==> config.mk <==
export PLATFORM = sky130hd
export DESIGN_NAME = instr_fetch_unit
export DESIGN_NICKNAME = d
export VERILOG_FILES = /design/src/rtl/mips_pkg.sv /design/src/rtl/if_queue.sv /design/src/rtl/instr_fetch_unit.sv
export SDC_FILE = /design/constraint.sdc
export NUM_CORES = 1
export LEC_CHECK = 0
export CELL_PAD_IN_SITES_DETAIL_PLACEMENT = 0
export CELL_PAD_IN_SITES_GLOBAL_PLACEMENT = 1
export CORE_MARGIN = 5
export CORE_UTILIZATION = 44
export DETAILED_ROUTE_END_ITERATION = 8
export GPL_ROUTABILITY_DRIVEN = 0
export PLACE_DENSITY_LB_ADDON = 0.1
export SYNTH_ARGS = -nofsm -noshare
export SYNTH_HDL_FRONTEND = slang
export SYNTH_SLANG_ARGS = --single-unit
==> constraint.sdc <==
create_clock -name clk -period 7.4 [get_ports clk]
set_input_delay 1.48 -clock clk [delete_from_list [all_inputs] [get_ports clk]]
set_output_delay 1.48 -clock clk [all_outputs]
set_load 0.03 [all_outputs]
==> src/rtl/mips_pkg.sv <==
// Shared MIPS pipeline definitions: opcode field bounds, fetch FSM encoding, IF/ID entry type.
package mips_pkg;

    localparam int unsigned OPC_MSB = 31;
    localparam int unsigned OPC_LSB = 26;

    localparam logic [31:0] RESET_PC_DEFAULT = 32'h0000_0000;

    typedef logic [1:0] fetch_state_t;
    localparam fetch_state_t RUN  = 2'd0;
    localparam fetch_state_t WAIT = 2'd1;
    localparam fetch_state_t DROP = 2'd2;

    typedef struct packed {
        logic [31:0] instr;
        logic [31:0] pc4;
    } if_entry_t;

    function automatic logic [31:0] word_align(input logic [31:0] addr);
        return addr & 32'hFFFF_FFFC;
    endfunction

endpackage

==> src/rtl/if_queue.sv <==
// Two-entry IF/ID FIFO; entry 0 is always the head so the decode outputs come straight from flops.
module if_queue
    import mips_pkg::*;
(
    input  logic      clk,
    input  logic      rst_n,
    input  logic      push,
    input  logic      pop,
    input  logic      flush,
    input  if_entry_t push_data,
    output if_entry_t head,
    output logic      full,
    output logic      empty,
    output logic [1:0] count
);

    if_entry_t  e0_q, e0_d;
    if_entry_t  e1_q, e1_d;
    logic [1:0] count_q, count_d;
    logic       pop_ok;
    logic       push_ok;

    assign empty = (count_q == 2'd0);
    assign full  = (count_q == 2'd2);
    assign count = count_q;
    assign head  = e0_q;

    assign pop_ok  = pop & ~empty;
    assign push_ok = push & (~full | pop_ok);

    always_comb begin
        e0_d    = e0_q;
        e1_d    = e1_q;
        count_d = count_q;
        if (flush) begin
            count_d = 2'd0;
        end else begin
            unique case ({push_ok, pop_ok})
                2'b10: begin
                    if (count_q == 2'd0) e0_d = push_data;
                    else                 e1_d = push_data;
                    count_d = count_q + 2'd1;
                end
                2'b01: begin
                    e0_d    = e1_q;
                    count_d = count_q - 2'd1;
                end
                2'b11: begin
                    if (count_q == 2'd1) begin
                        e0_d = push_data;
                    end else begin
                        e0_d = e1_q;
                        e1_d = push_data;
                    end
                end
                default: ;
            endcase
        end
    end

    always_ff @(posedge clk or negedge rst_n) begin
        if (!rst_n) begin
            e0_q    <= '0;
            e1_q    <= '0;
            count_q <= 2'd0;
        end else begin
            e0_q    <= e0_d;
            e1_q    <= e1_d;
            count_q <= count_d;
        end
    end

endmodule

==> src/rtl/instr_fetch_unit.sv <==
// Instruction fetch stage: PC, single-outstanding imem handshake, redirect flush, IF/ID queue.
// Optional IF_PERF_CNT_EN adds stall and flush event counters.
module instr_fetch_unit
    import mips_pkg::*;
#(
    parameter logic [31:0] RESET_PC = RESET_PC_DEFAULT,
    parameter int unsigned DEPTH    = 2
) (
    input  logic        clk,
    input  logic        rst_n,
    output logic        imem_req,
    output logic [31:0] imem_addr,
    input  logic        imem_ack,
    input  logic [31:0] imem_rdata,
    output logic        id_valid,
    input  logic        id_ready,
    output logic [31:0] id_instr,
    output logic [5:0]  id_opcode,
    output logic [31:0] id_pc4,
    input  logic        redirect_valid,
    input  logic [31:0] redirect_pc
`ifdef IF_PERF_CNT_EN
    ,
    output logic [31:0] if_stall_cnt,
    output logic [31:0] if_flush_cnt
`endif
);

    fetch_state_t state_q, state_d;
    logic [31:0]  pc_q, pc_d;
    logic [31:0]  addr_q, addr_d;

    logic         req;
    logic [31:0]  addr;
    logic         q_push;
    logic         q_pop;
    logic         q_full;
    logic         q_empty;
    logic [1:0]   q_count;
    if_entry_t    q_head;
    if_entry_t    q_in;
    logic [31:0]  addr_plus4;

    logic unused_full;
    logic unused_redirect_lsb;
    assign unused_full         = q_full;
    assign unused_redirect_lsb = ^redirect_pc[1:0];

    assign addr_plus4 = addr + 32'd4;
    assign q_in       = '{instr: imem_rdata, pc4: addr_plus4};
    assign q_pop      = id_valid & id_ready;

    always_comb begin
        state_d = state_q;
        pc_d    = pc_q;
        addr_d  = addr_q;
        q_push  = 1'b0;
        req     = 1'b0;
        addr    = addr_q;
        unique case (state_q)
            RUN: begin
                addr = pc_q;
                req  = ~redirect_valid & ({30'b0, q_count} < DEPTH);
                if (redirect_valid) begin
                    pc_d = word_align(redirect_pc);
                end else if (req) begin
                    if (imem_ack) begin
                        q_push = 1'b1;
                        pc_d   = addr_plus4;
                    end else begin
                        state_d = WAIT;
                        addr_d  = pc_q;
                    end
                end
            end
            WAIT: begin
                req = 1'b1;
                if (redirect_valid) begin
                    pc_d    = word_align(redirect_pc);
                    state_d = imem_ack ? RUN : DROP;
                end else if (imem_ack) begin
                    q_push  = 1'b1;
                    pc_d    = addr_plus4;
                    state_d = RUN;
                end
            end
            DROP: begin
                // Request stays on the bus until the stale ack; the PC already tracks the new target.
                req = 1'b1;
                if (redirect_valid) pc_d = word_align(redirect_pc);
                if (imem_ack) state_d = RUN;
            end
            default: state_d = RUN;
        endcase
    end

    // Gating with rst_n keeps the request low for the whole asynchronous reset window.
    assign imem_req  = req & rst_n;
    assign imem_addr = addr;

    always_ff @(posedge clk or negedge rst_n) begin
        if (!rst_n) begin
            state_q <= RUN;
            pc_q    <= word_align(RESET_PC);
            addr_q  <= word_align(RESET_PC);
        end else begin
            state_q <= state_d;
            pc_q    <= pc_d;
            addr_q  <= addr_d;
        end
    end

    if_queue u_if_queue (
        .clk       (clk),
        .rst_n     (rst_n),
        .push      (q_push),
        .pop       (q_pop),
        .flush     (redirect_valid),
        .push_data (q_in),
        .head      (q_head),
        .full      (q_full),
        .empty     (q_empty),
        .count     (q_count)
    );

    assign id_valid  = ~q_empty;
    assign id_instr  = q_head.instr;
    assign id_opcode = q_head.instr[OPC_MSB:OPC_LSB];
    assign id_pc4    = q_head.pc4;

`ifdef IF_PERF_CNT_EN
    logic [31:0] stall_cnt_q;
    logic [31:0] flush_cnt_q;
    logic        flush_hit;

    // A redirect wastes work if entries survive the pop or a live (non-stale) request is in flight.
    assign flush_hit = redirect_valid &
                       ((q_count == 2'd2) || (q_count == 2'd1 && !q_pop) || (state_q == WAIT));

    always_ff @(posedge clk or negedge rst_n) begin
        if (!rst_n) begin
            stall_cnt_q <= 32'd0;
            flush_cnt_q <= 32'd0;
        end else begin
            if (id_valid && !id_ready && stall_cnt_q != 32'hFFFF_FFFF) begin
                stall_cnt_q <= stall_cnt_q + 32'd1;
            end
            if (flush_hit && flush_cnt_q != 32'hFFFF_FFFF) begin
                flush_cnt_q <= flush_cnt_q + 32'd1;
            end
        end
    end

    assign if_stall_cnt = stall_cnt_q;
    assign if_flush_cnt = flush_cnt_q;
`endif

endmodule

==> out/qor.yml, run 1 <==
status:
  status: "completed"
worst_setup_path:
  cp-start-kind: "input pin"
  cp.required_ns: 5.92
  end_kind: "primary output"
  rr_worst_depth: 9
  crit_type: "in2out"
  critPathBufInv: 3
  r2r-start: "state_q[1]"
  slowest_stage: "clkdlybuf4s50_1"
  cpLargestDelayFamily: "buffers and inverters"
  path_max_fanout: 16
  reg2reg_slack_ns: 3.57
  slowest_delay_ns: 0.81
  worstPathCellList: "clkdlybuf4s50_1, inv_1, a31oi_1, nor3b_1, clkdlybuf4s50_1"
  crit_arrival_ns: 3.60
  r2r_end: "u_if_queue.head[18]"
  cpMostUsedCell: "clkdlybuf4s50_1"
routing:
  drc: 0
  drt_iter0_markers: 490
  firstDrtPassIters: 4
  antenna_left: 0
  wl_um: 25100
  vias: 7561
  wire_per_inst_um: 18.0
  viasPerCell: 5.40
synth:
  syn_area_um2: 9620
  ys_ff_latch: 196
  yosys.area_share.simple_pct: 16.2
  async_flop_share_pct: 100
  synthCells: 974
  synth_top_family_by_area: "simple AND/OR/NAND/NOR gates"
  syn_avg_cell_area_um2: 9.88
  yosysWarnings: 0
  syn-num-nets: 1051
  yosysSeqAreaShare_pct: 51.0
  synth_compound_area_share_pct: 12.3
  synth-xor-area-share_pct: 1.82
  synth_edf_count: 0
  ys_types: 52
  synthMuxAreaShare_pct: 13.1
  synthAdderAreaFrac_pct: 1.04
  synth_flop_cell: "dfrtp_1"
floorplan:
  die_x_um: 158
  dieArea_um2: 24900
  rows: 54
  core_um2: 21700
  initial_core_util_pct: 44.4
  die_h_um: 158
  ios: 173
global_routing:
  grt_usage_pct: 20.4
  grt_max_degree: 83
  grt-ovfl-total: 0
  antenna_found_initial: 0
  grt_first_pass_wirelength_um: 39900
  grt_pass1_vias: 7172
layout:
  post-route-util_pct: 55.7
  nets: 1184
  drive_gt1_share_pct: 14.8
  area_growth_pct: 25.7
  stdcell_area_um2: 12100
  mostFrequentLayoutCells: "dfrtp_1 (196), nand2_1 (175), clkdlybuf4s50_1 (169), mux2_2 (92), nor2_1 (88)"
  instances_no_fill: 1400
  antenna_cells: 0
  nFillCells: 1970
  final_common_cell: "dfrtp_1"
placed_design:
  io_buffers: 170
  dp.final_hpwl_um: 16900
  dpl_cell_area_um2: 11500
  dp.cells: 1368
  place_ws_ns: 2.32
clock_network:
  hold_buffers: 0
  clk_latency_ns: 0.44
  ctsResizeCount: 0
  cts_max_level: 4
  cts_tree: "built"
  cts-root-buf: "clkbuf_16"
  path_clk_slew_ns: 0.08
  cts.path.max_buffers: 2
  cts_setup_buffers: 0
  cts_buffers: 17
  cts.sinks: 196
power_and_ir_drop:
  power_mw: 6.19
  power.leakage_nw: 5.22
  powerDensity_nw_per_um2: 512
  peakVddDrop_uv: 341
sta:
  worst_slew_pin_slew_ns: 0.976
  final.min_clock_period_ns: 5.08
  relSlewSlack_pct: 34.9
  setup_violations: 0
  clock.fmax_ghz: 0.197
  finalWorstSetupSlack_ns: 2.32
  slew_violations: 0
  setup_tns_ns: 0
  hold_viol: 0
  skew_ns: 0.0114
  fin_hold_ws_ns: 0.483
  post-route-period-util_pct: 68.7
  rsz0062_at_grt: "no"
min_path:
  hold_path.class: "reg2reg"
  hold_path_end: "u_if_queue.e1_q[1]"
  hold_path.startpoint: "u_if_queue.e1_q[1]"
  worstHoldPathCells: 2
job:
  drv_cap: 0
[power breakdown]
part | switching, mW | leakage (nW) | internal, mW
sequential | 0.347 | 2.37 | 1.58
combinational | 1.97 | 2.55 | 1.34
clock | 0.469 | 0.300 | 0.488
total | 2.78 | 5.22 | 3.41
[worst min-delay path, delay by kind of cell (launching register included)]
family           cells  cell delay (ns)
AO/OA/AOI/OAI        1             0.06
flip-flops           1             0.34
AND/OR/NAND/NOR      1             0.04
[synth_stat cells, types with 5 or more instances]
| master | instances | area share, % |
|---|---|---|
| o31ai_1 | 6 | 0.47 |
| a31oi_1 | 54 | 3.5 |
| a21oi_1 | 53 | 2.8 |
| nand4b_1 | 6 | 0.55 |
| nand3_1 | 31 | 1.6 |
| inv_1 | 27 | 1.1 |
| buf_4 | 12 | 0.94 |
| xnor2_1 | 17 | 1.5 |
| o21a_1 | 11 | 0.86 |
| o21ai_0 | 33 | 1.7 |
| clkbuf_1 | 36 | 1.4 |
| buf_2 | 16 | 0.83 |
| a32oi_1 | 6 | 0.55 |
| nand2_1 | 175 | 6.8 |
| o21ai_1 | 5 | 0.26 |
| nand4_1 | 14 | 0.91 |
| nor2_1 | 89 | 3.5 |
| dfrtp_1 | 196 | 51 |
| mux2i_1 | 21 | 2.2 |
| mux2_2 | 92 | 11 |
| o211ai_1 | 8 | 0.62 |
| ha_1 | 8 | 1.0 |
[logic make-up after synthesis]
group / count (synthesis)
compound gates: 192
xor+xnor: 20
fa+ha+maj: 8
flops: 196
simple gates: 348
buf+inv: 96
mux: 114
[worst max path at each step]
stage,startpoint,to,slack (ns),depth (start not counted)
2_1_floorplan,redirect_valid,imem_req,3.54,3
6_report,redirect_valid,imem_req,2.32,5
5_1_grt,redirect_valid,imem_req,2.17,5
4_1_cts,redirect_valid,imem_req,2.31,5
3_5_place_dp,redirect_valid,imem_req,2.32,5
3_3_place_gp,redirect_valid,imem_req,2.36,5
[area by class of cell]
class	count	area [um2]	share of cell area [%]
Inverter	27	101	0.839
Sequential cell	196	4900	40.6
Tap cell	280	350	2.90
Timing Repair Buffer	183	1800	14.9
Clock inverter	15	186	1.54
Multi-Input combinational cell	682	4320	35.7
Clock buffer	17	425	3.52
[routing by layer]
layer	global-route usage, %	vias to the layer above	share of wire [%]
li1	-	3656	-
met5	0	-	0
met4	5.45	0	1.1
met1	31.1	3695	49
met2	30.0	187	44
met3	3.77	23	5.9
[state kept, by name, summed over array words and instances, names as in the netlist]
signal	flops
u_if_queue.count	2
addr_q	32
u_if_queue.e1_q	64
u_if_queue.head	64
pc_q	32
state_q	2
Note: power is estimated with default switching activity, not from simulation.
==> run 2: changes to the inputs <==
Settings changed: CORE_UTILIZATION 44 to 41.
Clock period 7.4 ns to 4.7 ns, I/O delays scaled along.
==> run 2 against run 1 <==
Clock skew is 0.0031 ns higher; design area grew 0.77%; critical endpoint is now imem_addr[22]; highest routed layer unchanged; global-route usage shrank 1.3 points; flip-flop and latch count did not move; combinational power is 59% higher.
==> out/qor.yml, run 2 (synthesis gave the netlist of run 1 again) <==
status:
  status: "completed"  # unchanged
sta:
  post-route-period-util_pct: 85.2
  rsz0062_at_grt: "no"  # unchanged
  setup_violations: 0  # unchanged
  clock.fmax_ghz: 0.250
  relSlewSlack_pct: 25.7  # was 34.9%
  setup_tns_ns: 0  # unchanged
  skew_ns: 0.0145  # was 0.0114 ns
  slew_violations: 0  # unchanged
  finalWorstSetupSlack_ns: 0.696  # was 2.32 ns
  final.min_clock_period_ns: 4.00
  hold_viol: 0  # unchanged
  worst_slew_pin_slew_ns: 1.11  # was 0.976 ns
  fin_hold_ws_ns: 0.481  # was 0.483 ns
layout:
  mostFrequentLayoutCells: "dfrtp_1 (196), nand2_1 (175), clkdlybuf4s50_1 (169), mux2_2 (92), nor2_1 (89)"  # was dfrtp_1 (196), nand2_1 (175), clkdlybuf4s50_1 (169), mux2_2 (92), nor2_1 (88)
  antenna_cells: 0  # unchanged
  area_growth_pct: 26.6  # was 25.7%
  nFillCells: 2198  # was 1970
  nets: 1185  # was 1184
  drive_gt1_share_pct: 14.7  # was 14.8%
  final_common_cell: "dfrtp_1"  # unchanged
  instances_no_fill: 1440  # was 1400
min_path:
  hold_path.class: "reg2reg"  # unchanged
clock_network:
  cts.path.max_buffers: 2  # unchanged
  cts.sinks: 196  # unchanged
  path_clk_slew_ns: 0.08  # about the same
  ctsResizeCount: 0  # unchanged
  cts_tree: "built"  # unchanged
  clk_latency_ns: 0.43  # was 0.44 ns
  cts-root-buf: "clkbuf_16"  # unchanged
  cts_max_level: 4  # unchanged
  cts_buffers: 17  # unchanged
  cts_setup_buffers: 0  # unchanged
  hold_buffers: 0  # unchanged
worst_setup_path:
  slowest_stage: "clkdlybuf4s50_1"  # unchanged
  r2r_end: "u_if_queue.head[28]"  # was u_if_queue.head[18]
  cp.required_ns: 3.76  # was 5.92 ns
  end_kind: "primary output"  # unchanged
  critPathBufInv: 4  # was 3
  crit_arrival_ns: 3.06  # was 3.60 ns
  critPathLaunch: "state_q[1]"  # was redirect_valid
  crit_type: "reg2out"  # was in2out
  reg2reg_slack_ns: 1.21  # was 3.57 ns
  cp-start-kind: "flop"  # was input pin
  slowest_delay_ns: 0.60  # was 0.81 ns
  r2r-start: "state_q[1]"  # unchanged
  cp.depth: 7  # was 5
  worstPathCellList: "inv_1, ha_2, buf_4, nor2b_1, a21oi_1, inv_1, clkdlybuf4s50_1"  # was clkdlybuf4s50_1, inv_1, a31oi_1, nor3b_1, clkdlybuf4s50_1
  cpMostUsedCell: "inv_1"  # was clkdlybuf4s50_1
  path_max_fanout: 28  # was 16
  rr_worst_depth: 9  # unchanged
  endpoint: "imem_addr[22]"  # was imem_req
  cpLargestDelayFamily: "buffers and inverters"  # unchanged
floorplan:
  die_x_um: 163  # was 158 um
  initial_core_util_pct: 41.4  # was 44.4%
  die_h_um: 163  # was 158 um
  ios: 173  # unchanged
  dieArea_um2: 26600  # was 24900 um2
  rows: 56  # was 54
  core_um2: 23300  # was 21700 um2
global_routing:
  grt_usage_pct: 19.1  # was 20.4%
  grt_max_degree: 134  # was 83
  antenna_found_initial: 1  # was 0
  grt_pass1_vias: 7149  # was 7172
  grt-ovfl-total: 0  # unchanged
  grt_first_pass_wirelength_um: 40200  # was 39900 um
power_and_ir_drop:
  peakVddDrop_uv: 493  # was 341 uV
  powerDensity_nw_per_um2: 802  # was 512 nW/um2
  power_mw: 9.76  # was 6.19 mW
  power.leakage_nw: 5.23  # was 5.22 nW
routing:
  vias: 7504  # was 7561
  antenna_left: 0  # unchanged
  firstDrtPassIters: 5  # was 4
  drt_iter0_markers: 429  # was 490
  wl_um: 25200  # was 25100 um
  wire_per_inst_um: 17.5  # was 18.0 um
  drc: 0  # unchanged
  viasPerCell: 5.21  # was 5.40
placed_design:
  io_buffers: 170  # unchanged
  dp.cells: 1408  # was 1368
  dp.final_hpwl_um: 17100  # was 16900 um
  place_ws_ns: 0.999  # was 2.32 ns
job:
  drv_cap: 0  # unchanged
## run 2: through the flow
step | area (um2) | utilization, %
floorplan | 9620 | -
global placement | 11600 | 49.8
detailed placement | 11600 | 49.8
CTS | 12200 | 52.4
global route | 12200 | 52.4
finish | 12200 | 52.4
## run 2: worst reg2reg max path: stages (launching register included)
cell     delay, ns
dfrtp_1       0.44
inv_1         0.12
ha_2          0.51
buf_4         0.44
nand4_1       0.25
a22oi_2       0.50
nand3_2       0.27
or4_1         0.61
nand3_1       0.12
a31oi_1       0.09
## run 2: worst min-delay path by stage
stage / startpoint / to / slack [ns] / cells after the start
CTS: u_if_queue.e1_q[0] / u_if_queue.e1_q[0] / 0.48 / 2
floorplan: u_if_queue.e1_q[0] / u_if_queue.e1_q[0] / 0.44 / 2
finish: u_if_queue.e1_q[29] / u_if_queue.e1_q[29] / 0.48 / 2
global route: u_if_queue.e1_q[29] / u_if_queue.e1_q[29] / 0.50 / 2
detailed placement: u_if_queue.e1_q[0] / u_if_queue.e1_q[0] / 0.47 / 2
global placement: u_if_queue.e1_q[5] / u_if_queue.e1_q[5] / 0.46 / 2
## run 2: final cells by class
cell class / count / area (um2) / area share [%]
timing repair buffer: 184 / 1860 / 15.3
clock buffer: 18 / 429 / 3.52
sequential: 196 / 4900 / 40.3
tap: 319 / 399 / 3.28
clock inverter: 14 / 169 / 1.39
inverter: 27 / 101 / 0.832
multi-input combinational: 682 / 4320 / 35.4
## run 2: layer usage
metal	GRT usage, %	share of wire, %
met2	28.3	44
met5	0	0
met4	3.32	0.51
met1	29.5	50
met3	3.61	4.9
## run 2: where the power goes
group	leakage [nW]	total, mW	internal (mW)	switching [mW]
registers	2.37	3.02	2.48	0.536
logic	2.58	5.25	2.15	3.10
clock network	0.287	1.49	0.804	0.690
total	5.23	9.76	5.43	4.33
==> run 3: changes to the inputs <==
Settings changed: CORE_UTILIZATION 41 to 44.
Clock period 4.7 ns to 5.13 ns, I/O delays scaled along.
==> run 3 against run 2 <==
Core utilization up 3.2 points; final cell count down 2.8%; routed wire length down 1.5%; count of clock-buffer cells in the layout down 1; sequential share of layout area up 0.42 points; first-iteration DRC count down 7.7%; critical path depth down 1; clock skew up 0.0015 ns; global-route usage up 0.81 points; hold slack worse by 0.0077 ns; register-to-register slack better by 0.21 ns; critical path type unchanged; largest cell class unchanged; largest power group unchanged.
==> out/qor.yml, run 3 (synthesis gave the netlist of run 1 again) <==
status:
  status: "completed"  # unchanged
worst_setup_path:
  crit_type: "reg2out"  # unchanged
  critPathBufInv: 4  # unchanged
  slowest_stage: "ha_2"  # was clkdlybuf4s50_1
  cp-start-kind: "flop"  # unchanged
  cpMostUsedCell: "inv_1"  # unchanged
  rr_worst_depth: 10  # was 9
  cpLargestDelayFamily: "buffers and inverters"  # unchanged
  end_kind: "primary output"  # unchanged
  path_max_fanout: 40  # was 28
  r2r_end: "u_if_queue.head[18]"  # was u_if_queue.head[28]
  reg2reg_slack_ns: 1.42  # was 1.21 ns
  worstPathCellList: "inv_1, ha_2, buf_4, mux2i_1, inv_1, clkdlybuf4s50_1"  # was inv_1, ha_2, buf_4, nor2b_1, a21oi_1, inv_1, clkdlybuf4s50_1
  slowest_delay_ns: 0.80  # was 0.60 ns
  r2r-start: "state_q[1]"  # unchanged
  cp.required_ns: 4.10  # was 3.76 ns
  crit_arrival_ns: 3.20  # was 3.06 ns
sta:
  relSlewSlack_pct: 28.3  # was 25.7%
  hold_viol: 0  # unchanged
  slew_violations: 0  # unchanged
  worst_slew_pin_slew_ns: 1.07  # was 1.11 ns
  setup_tns_ns: 0  # unchanged
  skew_ns: 0.0160  # was 0.0145 ns
  fin_hold_ws_ns: 0.473  # was 0.481 ns
  finalWorstSetupSlack_ns: 0.907  # was 0.696 ns
  setup_violations: 0  # unchanged
  clock.fmax_ghz: 0.237
  rsz0062_at_grt: "no"  # unchanged
  final.min_clock_period_ns: 4.22
  post-route-period-util_pct: 82.3
global_routing:
  grt-ovfl-total: 0  # unchanged
  grt-busiest-layer: "met1"  # unchanged
  grt_max_degree: 130  # was 134
  grt_pass1_vias: 7192  # was 7149
  met3_usage_pct: 3.88  # was 3.61%
  grt_usage_pct: 19.9  # was 19.1%
  grt_first_pass_wirelength_um: 39200  # was 40200 um
  grtUsageMet1_pct: 30.7  # was 29.5%
  met2_usage_pct: 29.3  # was 28.3%
  antenna_found_initial: 0  # was 1
power_and_ir_drop:
  powerDensity_nw_per_um2: 733  # was 802 nW/um2
  peakVddDrop_uv: 371  # was 493 uV
  power.leakage_nw: 5.20  # was 5.23 nW
routing:
  wire_per_inst_um: 17.7  # was 17.5 um
  firstDrtPassIters: 5  # unchanged
  drt_iter0_markers: 396  # was 429
  viasPerCell: 5.35  # was 5.21
  antenna_left: 0  # unchanged
  vias: 7486  # was 7504
  drc: 0  # unchanged
  wl_um: 24800  # was 25200 um
layout:
  antenna_cells: 0  # unchanged
  stdcell_area_um2: 12100  # was 12200 um2
  final_common_cell: "dfrtp_1"  # unchanged
  nets: 1185  # unchanged
  drive_gt1_share_pct: 14.8  # was 14.7%
  mostFrequentLayoutCells: "dfrtp_1 (196), nand2_1 (175), clkdlybuf4s50_1 (169), mux2_2 (92), nor2_1 (88)"  # was dfrtp_1 (196), nand2_1 (175), clkdlybuf4s50_1 (169), mux2_2 (92), nor2_1 (89)
  area_growth_pct: 25.3  # was 26.6%
floorplan:
  die_x_um: 158  # was 163 um
  initial_core_util_pct: 44.4  # was 41.4%
  dieArea_um2: 24900  # was 26600 um2
  core_um2: 21700  # was 23300 um2
  ios: 173  # unchanged
  die_h_um: 158  # was 163 um
  rows: 54  # was 56
min_path:
  hold_path.class: "in2async"  # was reg2reg
clock_network:
  cts.sinks: 196  # unchanged
  cts_tree: "built"  # unchanged
  hold_buffers: 0  # unchanged
  clk_latency_ns: 0.43  # about the same
  cts_max_level: 4  # unchanged
  cts-root-buf: "clkbuf_16"  # unchanged
  cts.path.max_buffers: 2  # unchanged
  ctsResizeCount: 0  # unchanged
  cts_setup_buffers: 0  # unchanged
  path_clk_slew_ns: 0.07  # was 0.08 ns
  cts_buffers: 17  # unchanged
placed_design:
  dp.final_hpwl_um: 16600  # was 17100 um
  place_ws_ns: 1.28  # was 0.999 ns
  dpl_cell_area_um2: 11500  # was 11600 um2
  io_buffers: 170  # unchanged
job:
  drv_cap: 0  # unchanged
run 3: changes by cell type in the layout (fill, tap and decap cells not counted), sizes merged:
cell,change
bufinv,-2
clkbuf,-1
inv,+1
clkinv,+1
run 3: through the flow:
step           instances  utilization, %  power [mW]
3_3_place_gp        1369            53.1        7.55
5_1_grt             1400            55.6        9.44
6_report            1400            55.6        8.83
2_1_floorplan        974               -        5.87
3_5_place_dp        1369            53.1        7.62
4_1_cts             1400            55.6        8.92
run 3: final cells by class:
cell class	instances	area, um2
Inverter	27	101
Tap cell	280	350
Sequential cell	196	4900
Timing Repair Buffer	184	1840
Fill cell	1962	9630
Clock buffer	17	425
Multi-Input combinational cell	682	4320
Clock inverter	14	121
run 3: worst max path at each step:
stage	from	end	cells past startpoint
after CTS	state_q[1]	imem_addr[31]	6
after floorplan	state_q[1]	imem_req	8
after global placement	redirect_valid	u_if_queue.e1_q[63]	7
after detailed placement	redirect_valid	u_if_queue.e1_q[63]	7
final	state_q[1]	imem_addr[31]	6
after global routing	state_q[1]	imem_addr[31]	6
run 3: power by group:
part | total (mW) | switching [mW] | internal (mW)
combinational | 4.79 | 2.83 | 1.96
sequential | 2.78 | 0.500 | 2.28
clock | 1.27 | 0.632 | 0.635
run 3: layer usage:
layer / routed length, um / vias up / part of all wire [%]
met5: 0 / - / 0
met4: 213 / 0 / 0.86
met3: 1190 / 18 / 4.8
met2: 10800 / 174 / 44
met1: 12600 / 3642 / 51
li1: - / 3652 / -
